$ cat src/rtl/gps_spi_bridge_n_pkg.sv
// gps_spi_bridge_n_pkg: state encoding, default parameters and shared widths for the GPS-to-SPI bridge
package gps_spi_bridge_n_pkg;
  localparam int DEF_CH_COUNT          = 4;
  localparam int DEF_SAMPLES_PER_FRAME = 16;
  localparam int DEF_SS_GAP            = 2;
  localparam int DEF_TIMEOUT_CYCLES    = 64;
  localparam int OVR_CNT_W             = 8;
`ifdef BRIDGE_PARITY_EN
  localparam int PAR_BITS = 1;
  typedef enum logic [2:0] {IDLE, SHIFT, PARITY, WAIT, GAP} state_t;
`else
  localparam int PAR_BITS = 0;
  typedef enum logic [2:0] {IDLE, SHIFT, WAIT, GAP} state_t;
`endif
endpackage

$ cat src/rtl/gps_spi_bridge_n_if.sv
// gps_spi_bridge_n_if: GPS sample pins and MCU SPI/status pins of the bridge
interface gps_spi_bridge_n_if #(
  parameter int CH_COUNT = gps_spi_bridge_n_pkg::DEF_CH_COUNT
);
  logic [CH_COUNT-1:0]                       GPS_BITS;
  logic                                      DATAREADY;
  logic                                      MCU_SCK;
  logic                                      MCU_SS;
  logic                                      MCU_MOSI;
  logic                                      OVERRUN;
  logic [gps_spi_bridge_n_pkg::OVR_CNT_W-1:0] OVERRUN_CNT;
  logic                                      FRAME_ACTIVE;
  modport slave (
    input  GPS_BITS, DATAREADY,
    output MCU_SCK, MCU_SS, MCU_MOSI, OVERRUN, OVERRUN_CNT, FRAME_ACTIVE
  );
  modport master (
    output GPS_BITS, DATAREADY,
    input  MCU_SCK, MCU_SS, MCU_MOSI, OVERRUN, OVERRUN_CNT, FRAME_ACTIVE
  );
endinterface

$ cat src/rtl/gps_spi_bridge_n_sample_buf.sv
// gps_spi_bridge_n_sample_buf: one-entry sample hold with sticky overrun flag and saturating drop counter
module gps_spi_bridge_n_sample_buf
  import gps_spi_bridge_n_pkg::*;
#(
  parameter int CH_COUNT = DEF_CH_COUNT
) (
  input  logic                 MCU_CLK_25_000,
  input  logic                 RESET_N,
  input  logic [CH_COUNT-1:0]  gps_bits,
  input  logic                 dataready,
  input  logic                 take,
  output logic                 avail,
  output logic [CH_COUNT-1:0]  avail_bits,
  output logic                 overrun,
  output logic [OVR_CNT_W-1:0] overrun_cnt
);
  logic                hold_valid;
  logic [CH_COUNT-1:0] hold_bits;
  logic                drop, write;
  assign avail      = hold_valid | dataready;
  assign avail_bits = hold_valid ? hold_bits : gps_bits;
  assign drop       = dataready & hold_valid & ~take;
  // a new sample lands in hold when it is not consumed directly and there is (or will be) room
  assign write      = dataready & (hold_valid ? take : ~take);
  always_ff @(posedge MCU_CLK_25_000 or negedge RESET_N) begin
    if (!RESET_N) begin
      hold_valid  <= 1'b0;
      hold_bits   <= '0;
      overrun     <= 1'b0;
      overrun_cnt <= '0;
    end else begin
      if (write) begin
        hold_valid <= 1'b1;
        hold_bits  <= gps_bits;
      end else if (take) begin
        hold_valid <= 1'b0;
      end
      if (drop) begin
        overrun <= 1'b1;
        if (overrun_cnt != '1) overrun_cnt <= overrun_cnt + 1'b1;
      end
    end
  end
endmodule

$ cat src/rtl/gps_spi_bridge_n.sv
// gps_spi_bridge_n: streams CH_COUNT-bit GPS samples LSB-first to an MCU SPI slave in SS-framed bursts
// Optional BRIDGE_PARITY_EN appends an even-parity bit to every sample.
module gps_spi_bridge_n
  import gps_spi_bridge_n_pkg::*;
#(
  parameter int CH_COUNT          = DEF_CH_COUNT,
  parameter int SAMPLES_PER_FRAME = DEF_SAMPLES_PER_FRAME,
  parameter int SS_GAP            = DEF_SS_GAP,
  parameter int TIMEOUT_CYCLES    = DEF_TIMEOUT_CYCLES
) (
  input logic               MCU_CLK_25_000,
  input logic               RESET_N,
  gps_spi_bridge_n_if.slave bus
);
  localparam int SW  = CH_COUNT + PAR_BITS;
  localparam int BW  = $clog2(CH_COUNT + 1);
  localparam int SCW = $clog2(SAMPLES_PER_FRAME + 1);
  localparam int TW  = $clog2(TIMEOUT_CYCLES + 1);
  localparam int GW  = $clog2(SS_GAP + 1);
  state_t              state, state_nx;
  logic [SW-1:0]       shift_reg, shift_nx, load;
  logic                ss, ss_nx, sck_en, sck_nx;
  logic                take, avail, sample_end;
  logic [BW-1:0]       bit_cnt, bit_nx;
  logic [SCW-1:0]      sample_cnt, smp_nx;
  logic [TW-1:0]       timeout_cnt, to_nx;
  logic [GW-1:0]       gap_cnt, gap_nx;
  logic [CH_COUNT-1:0] avail_bits;

  gps_spi_bridge_n_sample_buf #(.CH_COUNT(CH_COUNT)) u_buf (
    .MCU_CLK_25_000 (MCU_CLK_25_000),
    .RESET_N        (RESET_N),
    .gps_bits       (bus.GPS_BITS),
    .dataready      (bus.DATAREADY),
    .take           (take),
    .avail          (avail),
    .avail_bits     (avail_bits),
    .overrun        (bus.OVERRUN),
    .overrun_cnt    (bus.OVERRUN_CNT)
  );

`ifdef BRIDGE_PARITY_EN
  // parity rides in the top bit so it reaches MOSI after the data bits shift out
  assign load = {^avail_bits, avail_bits};
`else
  assign load = avail_bits;
`endif

  assign bus.MCU_SCK      = ~MCU_CLK_25_000 & sck_en;
  assign bus.MCU_SS       = ss;
  assign bus.MCU_MOSI     = shift_reg[0];
  assign bus.FRAME_ACTIVE = (state != IDLE) && (state != GAP);

  always_ff @(posedge MCU_CLK_25_000 or negedge RESET_N) begin
    if (!RESET_N) begin
      state       <= IDLE;
      shift_reg   <= '0;
      ss          <= 1'b1;
      sck_en      <= 1'b0;
      bit_cnt     <= '0;
      sample_cnt  <= '0;
      timeout_cnt <= '0;
      gap_cnt     <= '0;
    end else begin
      state       <= state_nx;
      shift_reg   <= shift_nx;
      ss          <= ss_nx;
      sck_en      <= sck_nx;
      bit_cnt     <= bit_nx;
      sample_cnt  <= smp_nx;
      timeout_cnt <= to_nx;
      gap_cnt     <= gap_nx;
    end
  end

  always_comb begin
    state_nx   = state;
    shift_nx   = shift_reg;
    ss_nx      = ss;
    sck_nx     = sck_en;
    bit_nx     = bit_cnt;
    smp_nx     = sample_cnt;
    to_nx      = timeout_cnt;
    gap_nx     = gap_cnt;
    take       = 1'b0;
    sample_end = 1'b0;
    case (state)
      IDLE: begin
        ss_nx  = 1'b1;
        sck_nx = 1'b0;
        if (avail) begin
          take     = 1'b1;
          shift_nx = load;
          ss_nx    = 1'b0;
          sck_nx   = 1'b1;
          bit_nx   = '0;
          smp_nx   = '0;
          state_nx = SHIFT;
        end
      end
      SHIFT: begin
        shift_nx = shift_reg >> 1;
        bit_nx   = bit_cnt + 1'b1;
`ifdef BRIDGE_PARITY_EN
        if (bit_cnt == BW'(CH_COUNT - 1)) state_nx = PARITY;
`else
        sample_end = bit_cnt == BW'(CH_COUNT - 1);
`endif
      end
`ifdef BRIDGE_PARITY_EN
      PARITY: sample_end = 1'b1;
`endif
      WAIT: begin
        to_nx = timeout_cnt + 1'b1;
        if (avail) begin
          take     = 1'b1;
          shift_nx = load;
          sck_nx   = 1'b1;
          to_nx    = '0;
          bit_nx   = '0;
          smp_nx   = sample_cnt + 1'b1;
          state_nx = SHIFT;
        end else if (timeout_cnt == TW'(TIMEOUT_CYCLES - 1)) begin
          ss_nx    = 1'b1;
          gap_nx   = '0;
          state_nx = GAP;
        end
      end
      GAP: begin
        gap_nx   = gap_cnt + 1'b1;
        state_nx = (gap_cnt == GW'(SS_GAP - 1)) ? IDLE : GAP;
      end
      default: begin
        ss_nx    = 1'b1;
        sck_nx   = 1'b0;
        state_nx = IDLE;
      end
    endcase
    // end of a sample: close a full frame, chain the next sample without an SCK gap, or park in WAIT
    if (sample_end) begin
      if (sample_cnt == SCW'(SAMPLES_PER_FRAME - 1)) begin
        ss_nx    = 1'b1;
        sck_nx   = 1'b0;
        gap_nx   = '0;
        state_nx = GAP;
      end else if (avail) begin
        take     = 1'b1;
        shift_nx = load;
        bit_nx   = '0;
        smp_nx   = sample_cnt + 1'b1;
        state_nx = SHIFT;
      end else begin
        sck_nx   = 1'b0;
        to_nx    = '0;
        state_nx = WAIT;
      end
    end
  end
endmodule

$ cat src/flat_wrapper.sv
// flat-port wrapper written by rule: the top's interface ports become plain ports
module gps_spi_bridge_n_flat import gps_spi_bridge_n_pkg::*;
#(
  parameter int CH_COUNT          = DEF_CH_COUNT,
  parameter int SAMPLES_PER_FRAME = DEF_SAMPLES_PER_FRAME,
  parameter int SS_GAP            = DEF_SS_GAP,
  parameter int TIMEOUT_CYCLES    = DEF_TIMEOUT_CYCLES
)
  (MCU_CLK_25_000, RESET_N, bus_GPS_BITS, bus_DATAREADY, bus_MCU_SCK, bus_MCU_SS, bus_MCU_MOSI, bus_OVERRUN, bus_OVERRUN_CNT, bus_FRAME_ACTIVE);
  gps_spi_bridge_n_if #(.CH_COUNT(CH_COUNT)) bus_i ();
  input logic MCU_CLK_25_000;
  input logic RESET_N;
  input wire logic [$bits(bus_i.GPS_BITS)-1:0] bus_GPS_BITS;
  input wire logic [$bits(bus_i.DATAREADY)-1:0] bus_DATAREADY;
  output wire logic [$bits(bus_i.MCU_SCK)-1:0] bus_MCU_SCK;
  output wire logic [$bits(bus_i.MCU_SS)-1:0] bus_MCU_SS;
  output wire logic [$bits(bus_i.MCU_MOSI)-1:0] bus_MCU_MOSI;
  output wire logic [$bits(bus_i.OVERRUN)-1:0] bus_OVERRUN;
  output wire logic [$bits(bus_i.OVERRUN_CNT)-1:0] bus_OVERRUN_CNT;
  output wire logic [$bits(bus_i.FRAME_ACTIVE)-1:0] bus_FRAME_ACTIVE;
  assign bus_i.GPS_BITS = bus_GPS_BITS;
  assign bus_i.DATAREADY = bus_DATAREADY;
  assign bus_MCU_SCK = bus_i.MCU_SCK;
  assign bus_MCU_SS = bus_i.MCU_SS;
  assign bus_MCU_MOSI = bus_i.MCU_MOSI;
  assign bus_OVERRUN = bus_i.OVERRUN;
  assign bus_OVERRUN_CNT = bus_i.OVERRUN_CNT;
  assign bus_FRAME_ACTIVE = bus_i.FRAME_ACTIVE;
  gps_spi_bridge_n #(.CH_COUNT(CH_COUNT), .SAMPLES_PER_FRAME(SAMPLES_PER_FRAME), .SS_GAP(SS_GAP), .TIMEOUT_CYCLES(TIMEOUT_CYCLES)) u_core (.MCU_CLK_25_000(MCU_CLK_25_000), .RESET_N(RESET_N), .bus(bus_i));
endmodule
$ cat config.mk
export PLATFORM = sky130hd
export DESIGN_NAME = gps_spi_bridge_n_flat
export DESIGN_NICKNAME = d
export VERILOG_FILES = /design/src/rtl/gps_spi_bridge_n_pkg.sv /design/src/rtl/gps_spi_bridge_n_if.sv /design/src/rtl/gps_spi_bridge_n_sample_buf.sv /design/src/rtl/gps_spi_bridge_n.sv /design/src/flat_wrapper.sv
export SDC_FILE = /design/constraint.sdc
export NUM_CORES = 1
export LEC_CHECK = 0
export CORE_ASPECT_RATIO = 1.5
export CORE_MARGIN = 2
export CORE_UTILIZATION = 35
export CTS_BUF_LIST = sky130_fd_sc_hd__clkbuf_8 sky130_fd_sc_hd__clkbuf_16
export DETAILED_ROUTE_END_ITERATION = 7
export SLEW_MARGIN = 40
export SYNTH_ARGS = -nofsm -noshare
export SYNTH_HDL_FRONTEND = slang
export SYNTH_SLANG_ARGS = --single-unit
$ cat constraint.sdc
create_clock -name MCU_CLK_25_000 -period 2.24 [get_ports MCU_CLK_25_000]
set_input_delay 0.224 -clock MCU_CLK_25_000 [delete_from_list [all_inputs] [get_ports MCU_CLK_25_000]]
set_output_delay 0.224 -clock MCU_CLK_25_000 [all_outputs]
set_load 0.05 [all_outputs]
==> flow_summary_export.csv <==
group,metric,value,unit
layout,area_delta_synth_final,22.3,%
setup_path,r2r-start,"u_core.sample_cnt[1]",
global_routing,grt-ovfl-total,0,
die,ios,20,
layout,antenna_cells,0,
layout,final_util,44.2,%
setup_path,critPathRequiredTime,2.02,ns
die,die_area,6940,um^2
layout,nFillCells,594,
drt,drc_errors,0,
synthesis,synth-edff-count,0,
drt,via_per_inst,5.28,
layout,layout_commonest_cell,"dfrtp_1",
placement,port_buffers,19,
timing,hold_violations,0,
die,core_area,6090,um^2
setup_path,reg2reg_depth,7,
setup_path,slowest_stage,"clkdlybuf4s15_1",
timing,clock_skew,0.00739,ns
power_and_ir_drop,power.density,1210,nW/um^2
layout,final_cell_mix,"38 x dfrtp_1, 16 x o21ai_0, 16 x clkdlybuf4s50_1",
synthesis,synth_cells,211,
power_and_ir_drop,p_leak,1.22,nW
run,drv_cap,0,
drt,vias,1706,
clock_tree,cts_tree,"yes",
placement,dp_cells,311,
setup_path,cp_max_fo,2,
global_routing,grt_start_max_net_pins,40,
setup_path,cp_slowest_stage_delay,0.51,ns
synthesis,ys_seq_area_share,44.5,%
placement,dpl_cell_area,2530,um^2
layout,fin_nets,270,
power_and_ir_drop,peakVddDrop,0.961,mV
layout,drive_gt1_share,16.5,%
drt,postRouteAntennaNets,0,
outcome,status,"completed",
timing,slew_headroom,66.4,%
timing,fin_tns_setup,0,ns
drt,totalWireLength,4630,um
clock_tree,worstSkewPairLatency,0.39,ns
setup_path,worst-r2r-setup-slack,0.16,ns
layout,multi_input_area,1160,um^2
die,initial_core_util,36.1,%
synthesis,yosysUniqueCellTypes,47,
die,dieWidth,68.7,um
setup_path,r2r_end,"u_core.u_buf.hold_bits[0]",
drt,wl_per_cell,14.3,um
placement,place.gp.congestion,0.765,
timing,drv_slew,0,
drt,dr.pass1.iters,4,
global_routing,grt_pass1_wl,7990,um
synthesis,synth_ff_type,"dfrtp_1",
layout,final_cell_area,2690,um^2
synthesis,synth_area_per_cell,10.4,um^2
die,row_count,35,
layout,finalNonFillerCells,323,
layout,largest_reg_flops,8,
die,die_h,101,um
layout,largestRegisters,"u_core.u_buf.overrun_cnt x8, u_core.timeout_cnt x7, u_core.sample_cnt x5",
setup_path,critical_path_class,"clock port to output port",
clock_tree,clkTransAtPathRegs,0.08,ns
synthesis,syn_area,2200,um^2
timing,rsz0062_at_grt,"false",
setup_path,worstPathArrival,1.97,ns
setup_path,cpMostUsedCell,"clkbuf_8",
synthesis,async_reset_ff_share,100,%
drt,dr.first_iter.drc_count,61,
setup_path,path_cells,"clkbuf_8 -> clkbuf_8 -> nor2b_1 -> clkdlybuf4s15_1",
global_routing,track_usage,15.6,%
min_path,hold_class,"input pin to asynchronous set/reset pin",
synthesis,syn_nets,233,
timing,setup_violations,0,
layout,seq_area,977,um^2
placement,dpl.hpwl,3380,um
global_routing,antenna_found_initial,0,
layout,top_register,"u_core.u_buf.overrun_cnt",
setup_path,worst_setup_path_end_kind,"output port",
setup_path,critPathLaunchType,"clock port",
synthesis,ys_warn_count,0,
timing,worstMarginPinSlew,0.502,ns
global_routing,grt_pass1_vias,1773,
synthesis,synth_seq_cells,39,
cell usage after synthesis (2+ instances only):
master	count	area share, %
a21oi_1	5	1.1
a22o_1	2	0.80
a22oi_1	6	2.0
a311oi_1	2	0.80
and3_1	5	1.4
buf_2	2	0.46
buf_4	3	1.0
dfrtp_1	38	43
ha_1	15	8.5
inv_1	9	1.5
mux2_2	6	3.1
mux2i_1	7	3.2
nand2_1	15	2.6
nand2b_1	3	0.85
nand3_1	9	2.0
nand4_1	4	1.1
nand4b_1	2	0.80
nor2_1	12	2.0
nor2b_1	4	1.1
nor3_1	5	1.1
nor4_1	2	0.57
o21ai_0	16	3.6
o22ai_1	7	2.0
o31ai_1	4	1.4
or3_1	2	0.57
xor2_1	5	2.0
power breakdown:
group	switching [mW]	internal, mW	leakage (nW)
clock network	0.328	0.345	0.0788
logic	0.891	0.619	0.641
registers	0.160	0.916	0.500
per-layer routing:
metal / part of all wire [%] / up-vias / global-route usage (%)
met1: 42 / 823 / 17.5
met2: 52 / 27 / 25.7
met3: 3.8 / 9 / 5.47
li1: - / 847 / -
met5: 0 / - / 0
met4: 1.8 / 0 / 7.39
area by class of cell:
class | instances | share of cell area (%)
clock buffer | 9 | 4.47
multi-input combinational | 156 | 43.3
sequential | 39 | 36.4
tap | 74 | 3.45
inverter | 10 | 1.40
timing repair buffer | 32 | 10.6
clock inverter | 3 | 0.466
critical path, delay by kind of cell:
family                 cells  cell delay, ns
and+or+nand+nor            1            0.11
buffers and inverters      3            0.74
stage by stage:
step                      power [mW]  setup WS (ns)  hold WS (ns)
after floorplan                 2.23          0.131       -0.0716
after global placement          2.65         0.0206         0.400
after detailed placement        2.68         0.0206         0.239
after CTS                       3.28        0.00781         0.366
after global routing            3.51        0.00198         0.389
final                           3.26         0.0455         0.338
cells by family (layout without fill, tap and decap cells):
family / Yosys count / count (layout) / synth area share (%)
xor+xnor: 5 / 5 / 1.99
compound gates: 50 / 50 / 15.4
flops: 39 / 39 / 44.5
simple gates: 71 / 71 / 18.6
buf+inv: 16 / 54 / 3.70
fa+ha+maj: 16 / 16 / 9.00
mux: 14 / 14 / 6.78
how the worst max path moves through the flow:
stage | from | endpoint | depth (start not counted)
6_report | MCU_CLK_25_000 | bus_MCU_SCK | 4
5_1_grt | MCU_CLK_25_000 | bus_MCU_SCK | 4
4_1_cts | MCU_CLK_25_000 | bus_MCU_SCK | 4
3_5_place_dp | MCU_CLK_25_000 | bus_MCU_SCK | 2
3_3_place_gp | MCU_CLK_25_000 | bus_MCU_SCK | 2
2_1_floorplan | u_core.sample_cnt[0] | u_core.u_buf.hold_bits[0] | 8
repair_timing:
item                       4_1_cts  5_1_grt
pin swaps                        0        0
hold buffers                     1        0
hold endpoints to repair        38        0
resized for setup                3        4
setup endpoints to repair        2       12
buffers inserted                 0        0
(Power assumes the default switching activity.)
